$ cat src/rtl/ddr_pkg.sv
// rtl/ddr_pkg.sv - shared DDR state encodings and pair-order constants
package ddr_pkg;

    typedef enum logic [1:0] {
        ST_TRAIN = 2'd0,
        ST_IDLE  = 2'd1,
        ST_SHIFT = 2'd2
    } ddr_state_e;

    // Bit positions inside a {high-phase, low-phase} pair.
    localparam int HI_PHASE = 1;
    localparam int LO_PHASE = 0;

endpackage

$ cat src/rtl/ddr_out_cell.sv
// rtl/ddr_out_cell.sv - DDR output pair registers and C-phase output mux
module ddr_out_cell
    import ddr_pkg::*;
#(
    parameter logic INIT_Q = 1'b0
) (
    input  logic       clk_i,
    input  logic       rst_ni,
    input  logic       ce_i,
    input  logic [1:0] pair_i,
    output logic       q_o
);

    logic d1_q;
    logic d2_q;

    // Capture the next pair; clock enable low freezes the pin pattern.
    always_ff @(posedge clk_i) begin
        if (!rst_ni) begin
            d1_q <= INIT_Q;
            d2_q <= INIT_Q;
        end else if (ce_i) begin
            d1_q <= pair_i[HI_PHASE];
            d2_q <= pair_i[LO_PHASE];
        end
    end

    // High phase of C carries d1, low phase carries d2.
    assign q_o = clk_i ? d1_q : d2_q;

endmodule

$ cat src/rtl/ddr_out_serializer.sv
// rtl/ddr_out_serializer.sv - word-to-DDR serializer, optional training via DDR_OUT_TRAINING_EN
module ddr_out_serializer
    import ddr_pkg::*;
#(
    parameter int         WIDTH        = 8,
    parameter logic       INIT_Q       = 1'b0,
    parameter logic [1:0] IDLE_PAIR    = 2'b00,
    parameter logic [1:0] TRAIN_PAIR   = 2'b10,
    parameter int         TRAIN_CYCLES = 16
) (
    input  logic             C,
    input  logic             R_N,
    input  logic             CE,
    input  logic [WIDTH-1:0] S_DATA,
    input  logic             S_VALID,
    output logic             S_READY,
    output logic             Q,
    output logic             FRAME,
    output logic             SOF,
    output logic             TRAIN_DONE
);

    localparam int CW = $clog2(WIDTH / 2 + 1);
    localparam int TW = $clog2(TRAIN_CYCLES + 1);

    ddr_state_e       state_q, state_d;
    logic [CW-1:0]    count_q, count_d;
    logic [WIDTH-1:0] shift_q, shift_d;
    logic [TW-1:0]    train_cnt_q, train_cnt_d;
    logic             frame_q, frame_d;
    logic             sof_q, sof_d;
    logic [1:0]       pair_d;
    logic             accept;
    logic             train_end;

    assign S_READY = R_N & CE &
                     ((state_q == ST_IDLE) | ((state_q == ST_SHIFT) & (count_q == CW'(1))));
    assign accept  = S_VALID & S_READY;
    assign FRAME   = frame_q;
    assign SOF     = sof_q;

    assign train_end = (state_q == ST_TRAIN) & CE & (train_cnt_q == TW'(TRAIN_CYCLES - 1));

`ifdef DDR_OUT_TRAINING_EN
    localparam ddr_state_e RESET_STATE = ST_TRAIN;
    logic train_done_q;

    // Training completion flag, sticky until the next reset.
    always_ff @(posedge C) begin
        if (!R_N) begin
            train_done_q <= 1'b0;
        end else if (train_end) begin
            train_done_q <= 1'b1;
        end
    end

    assign TRAIN_DONE = train_done_q;
`else
    localparam ddr_state_e RESET_STATE = ST_IDLE;
    assign TRAIN_DONE = 1'b1;
`endif

    // Next-state: every CE=1 branch picks the pair the cell loads.
    always_comb begin
        state_d     = state_q;
        count_d     = count_q;
        shift_d     = shift_q;
        train_cnt_d = train_cnt_q;
        frame_d     = frame_q;
        sof_d       = sof_q;
        pair_d      = IDLE_PAIR;
        if (CE) begin
            if (state_q == ST_TRAIN) begin
                pair_d      = TRAIN_PAIR;
                train_cnt_d = train_cnt_q + TW'(1);
                frame_d     = 1'b0;
                sof_d       = 1'b0;
                if (train_end) begin
                    state_d = ST_IDLE;
                end
            end else if (accept) begin
                pair_d  = S_DATA[WIDTH-1 -: 2];
                shift_d = S_DATA << 2;
                count_d = CW'(WIDTH / 2);
                frame_d = 1'b1;
                sof_d   = 1'b1;
                state_d = ST_SHIFT;
            end else if ((state_q == ST_SHIFT) && (count_q > CW'(1))) begin
                pair_d  = shift_q[WIDTH-1 -: 2];
                shift_d = shift_q << 2;
                count_d = count_q - CW'(1);
                sof_d   = 1'b0;
            end else begin
                pair_d  = IDLE_PAIR;
                count_d = '0;
                frame_d = 1'b0;
                sof_d   = 1'b0;
                state_d = ST_IDLE;
            end
        end
    end

    // Control state register; CE=0 holds everything through the defaults.
    always_ff @(posedge C) begin
        if (!R_N) begin
            state_q     <= RESET_STATE;
            count_q     <= '0;
            shift_q     <= '0;
            train_cnt_q <= '0;
            frame_q     <= 1'b0;
            sof_q       <= 1'b0;
        end else begin
            state_q     <= state_d;
            count_q     <= count_d;
            shift_q     <= shift_d;
            train_cnt_q <= train_cnt_d;
            frame_q     <= frame_d;
            sof_q       <= sof_d;
        end
    end

    ddr_out_cell #(
        .INIT_Q (INIT_Q)
    ) u_cell (
        .clk_i  (C),
        .rst_ni (R_N),
        .ce_i   (CE),
        .pair_i (pair_d),
        .q_o    (Q)
    );

endmodule
$ cat config.mk
export PLATFORM = sky130hd
export DESIGN_NAME = ddr_out_serializer
export DESIGN_NICKNAME = d
export VERILOG_FILES = /design/src/rtl/ddr_pkg.sv /design/src/rtl/ddr_out_cell.sv /design/src/rtl/ddr_out_serializer.sv
export SDC_FILE = /design/constraint.sdc
export NUM_CORES = 1
export LEC_CHECK = 0
export ABC_AREA = 1
export BUFFER_PORTS_ARGS = -buffer_cell sky130_fd_sc_hd__buf_4
export CORE_MARGIN = 1
export CORE_UTILIZATION = 54
export DETAILED_ROUTE_END_ITERATION = 10
export PLACE_DENSITY = 0.77
export SETUP_SLACK_MARGIN = 0.1
export SLEW_MARGIN = 10
export SYNTH_ARGS = -nofsm -noshare
export SYNTH_HDL_FRONTEND = slang
export SYNTH_SLANG_ARGS = --single-unit
$ cat constraint.sdc
create_clock -name C -period 2 [get_ports C]
set_clock_uncertainty 0.2 [all_clocks]
set_input_delay 0.4 -clock C [delete_from_list [all_inputs] [get_ports C]]
set_output_delay 0.4 -clock C [all_outputs]
set_load 0.1 [all_outputs]
==> PnR_summary.wiki, run 1 <==
{| class="wikitable"
! Metric !! Value
|-
| Synthesized area per cell || 7.03 sq um
|-
| Sequential share of the synthesized area || 38.5%
|-
| Floorplan core area || 1760 sq um
|-
| Average via count per standard cell || 5.37
|-
| GRT Resource Usage Total || 28.5%
|-
| Status || finished with violations
|-
| Top Family by Delay on Critical Path || buffers and inverters
|-
| Leakage power || 0.651 nW
|-
| RSZ-0062 raised after global routing || yes
|-
| Initial standard-cell utilization of the core || 58.9%
|-
| Number of placed instances, taps included || 184
|-
| Final weighted congestion of routability-driven global placement || 0.805
|-
| Initial drt markers || 57
|-
| Worst supply voltage drop on vdd || 0.00113 V
|-
| Classification of the worst-slack hold path || in2reg
|-
| Category of the worst setup path launch point || clock port
|-
| Gr ovfl total || 0
|-
| Final wirelength || 2780 microns
|-
| Clock transition time at the flip-flop clock pins of the worst setup and hold paths || 0.12 ns
|-
| Pwr dens || 968 nW/um^2
|-
| Post-synth design cell area || 1040 sq um
|-
| Max capacitance violation total || 0
|-
| Placed instance area || 1170 sq um
|-
| Number of antenna violations at the first check in global routing || 0
|-
| Synthesis warning total || 0
|-
| Number of nets with antenna violations after routing || 0
|-
| Final #Nets || 193
|-
| Number of global-route vias before repair || 1,021
|-
| Fin. Hold Viols || 0
|-
| Dpl hpwl || 1590 microns
|-
| Wire length of the first global-routing pass || 4110 microns
|-
| Endpoint type of the worst setup path || output pin
|-
| Area of the die || 2100 sq um
|-
| Placement row count || 15
|-
| Cts-stage hold buffer count || 0
|-
| Crit path max-delay cell type || sky130_fd_sc_hd__buf_12
|-
| Required arrival time at the worst endpoint || 1.40 ns
|-
| CTS tree || yes
|-
| Worst EP arrival || 1.58 ns
|-
| I/O pins || 17
|-
| Endpoints failing setup || 2
|-
| Critical path fanouts, max || 2
|-
| Post-route setup slack || -0.176 ns
|-
| Number of slew-limit violations in the final report || 0
|-
| Antenna diode count || 0
|-
| Start-to-end type of the worst setup path || clk2out
|-
| Count of cell types in the netlist || 25
|-
| Final std cell area, no fill || 1450 sq um
|-
| Overall die height || 45.9 microns
|-
| CP cell instances || buf_8 > buf_8 > o21ai_4 > buf_12
|-
| Post-synthesis net count || 164
|-
| Maximum number of pins on one net before global-route repair || 14
|-
| Crit-path most repeated cell || sky130_fd_sc_hd__buf_8
|-
| Signed area change from the synthesized netlist to the final layout || 39.8%
|-
| Count of buffering cells on the critical path with inverters included || 3
|-
| Routed length per instance || 13.8 microns
|-
| Number of cells in the finished layout apart from fillers || 202
|-
| Detailed-routing iteration count for the pre-antenna-repair pass || 5
|-
| Violations in the final reports || negative setup slack
|-
| Number of DRC violations after detailed routing || 0
|-
| Clock insertion delay at the later pin of the skew report || 0.42 ns
|-
| Max stage delay on crit path || 0.19 ns
|-
| Port Buffer Count || 15
|-
| Width of the die || 45.9 microns
|-
| Layout cell share with drive strength beyond 1 || 31.6%
|-
| Post-synthesis instance total || 148
|-
| Flip-flop and latch count after synthesis || 20
|-
| Vias after detailed routing || 1,085
|}
## Yosys cell counts (all sizes together)
cell type	n	area share, %
buf	3	2.5
ha	4	4.8
clkinv	1	0.48
nor3b	1	0.72
clkbuf	2	0.72
nor3	1	0.48
nand2	31	12
a31oi	2	1.2
o21ai	10	4.8
a21oi	10	4.8
inv	20	7.2
nor2	24	9.4
dfxtp	20	39
nand3	8	5.5
o22ai	1	0.60
conb	1	0.36
xor2	1	0.84
nand4	8	4.8
## area by class of cell
cell class | instances | area, sq um
multi-input cells | 103 | 597
flip-flops and latches | 20 | 405
fillers | 114 | 310
repair buffers | 23 | 189
clock buffers | 8 | 87.6
inverters | 21 | 83.8
clock inverters | 2 | 60.1
well taps | 25 | 31.3
## per-stage QoR
step	TNS (ns)	setup WS, ns	power (mW)	util [%]	hold slack (ns)
6_report	-0.307	-0.176	1.41	82.4	0.0359
4_1_cts	-0.360	-0.182	1.37	78.7	0.0337
3_3_place_gp	0	0.0183	0.647	66.5	0.248
2_1_floorplan	-0.131	-0.131	0.603	-	0.251
3_5_place_dp	0	0.0183	0.650	66.5	0.257
5_1_grt	-0.366	-0.184	1.45	82.4	0.0312
## repair_timing
item	4_1_cts	5_1_grt
setup endpoints to repair	2	9
gates cloned	0	1
gates resized for setup	21	6
pin swaps	7	3
buffers inserted	3	5
## cell families (layout without fill, tap and decap cells)
kind of cell	Yosys count	in the layout	synth area share, %
buffers and inverters	26	54	10.9
flip-flops	20	20	38.5
other	1	1	0.361
XOR/XNOR	1	1	0.843
AND/OR/NAND/NOR	73	74	33.1
adder cells (fa/ha/maj)	4	4	4.81
AO/OA/AOI/OAI	23	23	11.4
## power breakdown
group	internal [mW]	total (mW)	switching, mW
Clock	0.527	0.815	0.288
Sequential	0.414	0.427	0.0133
Combinational	0.0592	0.166	0.107
## metal layers
layer  GRT usage (%)  share of wire, %
met5               0                 0
met4            18.2               2.6
met3            9.92               5.5
met2            42.3                49
met1            34.7                43
## worst reg2reg max path, delay by kind of cell (launching register included)
kind / cells / cell delay [ns]
buf+inv: 4 / 0.30
flops: 1 / 0.36
simple gates: 6 / 0.76
fa+ha+maj: 1 / 0.15
## path summary, 6_finish.rpt
path,start,end,slack (ns),depth (start not counted)
setup / recovery,C,Q,-0.18,4
hold / removal,S_DATA[0],shift_q[2],0.04,3
setup reg to reg,count_q[1],shift_q[7],0.14,11
hold reg to reg,FRAME,FRAME,0.28,2
## layout by cell type (no fill, tap or decap), drive strengths merged
cell type	n
a21oi	10
nand4	8
buf	26
nor2	24
ha	4
o21ai	10
clkbuf	5
a31oi	2
clkinv	1
nor3b	1
xor2	1
bufinv	2
inv	19
clkinvlp	1
o22ai	1
conb	1
nand2	31
nor3	1
dfxtp	20
nand3	9
## flip-flops by register name (all words and copies together) (netlist names)
register	count
shift_q	6
train_cnt_q	5
count_q	3
state_q	2
FRAME	1
SOF	1
u_cell.d1_q	1
u_cell.d2_q	1
No activity file was read; power rests on OpenSTA's default activity.
==> inputs of run 2 (changes only) <==
- BUFFER_PORTS_ARGS: -buffer_cell sky130_fd_sc_hd__buf_4 -> default
- CORE_UTILIZATION: 54 -> 60
- DONT_BUFFER_PORTS: default -> 1
- PLACE_DENSITY: 0.77 -> 0.76
- clock period: 2 -> 2.5 ns (I/O delays scaled with it)
==> run 2 against run 1 <==
Against the previous run: the flow still finishes with violations (negative setup slack); critical path depth shrank 1; die area shrank 9.6%; setup slack worse by 0.024 ns; final cell count shrank 14%; largest cell class unchanged.
==> PnR_summary.wiki, run 2 (synthesis results as in run 1) <==
{| class="wikitable"
! Metric !! Value
|-
| Status || finished with violations
|-
| Violations in the final reports || negative setup slack
|-
| Max stage delay on crit path || 0.54 ns
|-
| Register bank with the most flops || shift_q
|-
| Initial drt markers || 45
|-
| GRT Resource Usage Total || 26.9%
|-
| Number of global-route vias before repair || 919
|-
| Floorplan core area || 1560 sq um
|-
| Vias after detailed routing || 994
|-
| Detailed-routing iteration count for the pre-antenna-repair pass || 5
|-
| Required arrival time at the worst endpoint || 1.80 ns
|-
| Endpoint type of the worst setup path || output pin
|-
| Leading cell types in the layout, fill and taps excluded || sky130_fd_sc_hd__nand2_1 (29), sky130_fd_sc_hd__nor2_1 (21), sky130_fd_sc_hd__dfxtp_1 (19)
|-
| Top Family by Delay on Critical Path || compound AO/OA/AOI/OAI gates
|-
| Layout cell share with drive strength beyond 1 || 18.4%
|-
| RSZ-0062 raised after global routing || yes
|-
| Post-route setup slack || -0.200 ns
|-
| I/O pins || 17
|-
| Classification of the worst-slack hold path || in2reg
|-
| Fin. Hold Viols || 0
|-
| Width of the die || 43.6 microns
|-
| Largest register FFs || 6
|-
| Average via count per standard cell || 5.71
|-
| Global routing usage on met3 || 11.3%
|-
| Max capacitance violation total || 0
|-
| Number of slew-limit violations in the final report || 0
|-
| Worst supply voltage drop on vdd || 0.000815 V
|-
| Most used routing layer in global routing || met2
|-
| Gr ovfl total || 0
|-
| Maximum number of pins on one net before global-route repair || 14
|-
| Final #Nets || 174
|-
| Clock insertion delay at the later pin of the skew report || 0.41 ns
|-
| Antenna diode count || 0
|-
| Normalized max-slew margin || 53.5%
|-
| Placement row count || 14
|-
| Number of nets with antenna violations after routing || 0
|-
| CTS tree || yes
|-
| CP cell instances || buf_8 > buf_8 > o21ai_4
|-
| Final weighted congestion of routability-driven global placement || 0.812
|-
| Signed area change from the synthesized netlist to the final layout || 16.4%
|-
| Met1 usage in global routing || 32.5%
|-
| Routed length per instance || 13.4 microns
|-
| Largest registers || shift_q (6), train_cnt_q (5), count_q (3)
|-
| Dpl hpwl || 1510 microns
|-
| Most frequent standard cell in the layout excluding fill and tap cells || sky130_fd_sc_hd__nand2_1
|-
| Crit-path most repeated cell || sky130_fd_sc_hd__buf_8
|-
| Start-to-end type of the worst setup path || clk2out
|-
| Crit path max-delay cell type || sky130_fd_sc_hd__o21ai_4
|-
| Number of placed instances, taps included || 162
|-
| Worst EP arrival || 2.00 ns
|-
| Least-Margin Pin Slew || 0.695 ns
|-
| Category of the worst setup path launch point || clock port
|-
| Number of cells in the finished layout apart from fillers || 174
|-
| Endpoints failing setup || 1
|-
| Final core occ || 77.6%
|-
| Initial standard-cell utilization of the core || 66.7%
|-
| Number of DRC violations after detailed routing || 0
|-
| Leakage power || 0.540 nW
|-
| Wire length of the first global-routing pass || 3750 microns
|-
| Pwr dens || 816 nW/um^2
|-
| Count of buffering cells on the critical path with inverters included || 2
|-
| Final wirelength || 2320 microns
|-
| Area of the die || 1900 sq um
|-
| Met2 global-route usage || 41.2%
|-
| Critical path fanouts, max || 2
|-
| Tot Pwr || 0.987 mW
|-
| Port Buffer Count || 0
|-
| Clock transition time at the flip-flop clock pins of the worst setup and hold paths || 0.12 ns
|-
| Number of antenna violations at the first check in global routing || 0
|-
| Overall die height || 43.6 microns
|}
## run 2: layout make-up
type	count	area [sq um]
multi-input combinational	102	537
inverter	21	80.1
fill	118	349
tap	16	20.0
sequential	20	402
timing repair buffer	5	52.6
clock inverter	1	30.0
clock buffer	9	88.8
## run 2: what timing repair did
item                       CTS  global route
hold buffers                 0             1
resized for setup            3             7
pin swaps                    1             3
setup buffers                1             1
setup endpoints to repair    2             2
hold endpoints to repair     0             2
## run 2: where the power goes
group | internal, mW | switching, mW | total (mW) | leakage [nW]
logic | 0.0286 | 0.0684 | 0.0970 | 0.307
clock network | 0.342 | 0.207 | 0.549 | 0.0695
registers | 0.332 | 0.00962 | 0.342 | 0.163
total | 0.702 | 0.285 | 0.987 | 0.540
## run 2: routing by layer
layer	up-vias	routed length, microns
met2	38	1100
met4	0	39
li1	495	-
met1	457	1040
met5	-	0
met3	4	151
## run 2: metrics by stage
step	area (sq um)	setup slack [ns]	hold slack, ns	setup TNS (ns)
2_1_floorplan	1050	0.0194	0.251	0
3_3_place_gp	1060	0.0194	0.253	0
3_5_place_dp	1060	0.0194	0.263	0
4_1_cts	1180	-0.260	0.00552	-0.260
5_1_grt	1210	-0.212	0.00898	-0.212
6_report	1210	-0.200	0.0183	-0.200
## run 2: final timing paths
path	start	end	slack (ns)	depth (start not counted)
worst max-delay path	C	Q	-0.20	3
worst max register to register	count_q[1]	shift_q[7]	0.58	12
worst min register to register	FRAME	FRAME	0.28	2
worst min-delay path	R_N	train_cnt_q[4]	0.02	2
## run 2: worst reg2reg max path: cells and delay by family (launching register included)
| kind | cells | cell delay [ns] |
|---|---|---|
| buffers and inverters | 4 | 0.32 |
| and+or+nand+nor | 7 | 0.79 |
| DFF | 1 | 0.35 |
| adders and majority gates | 1 | 0.14 |
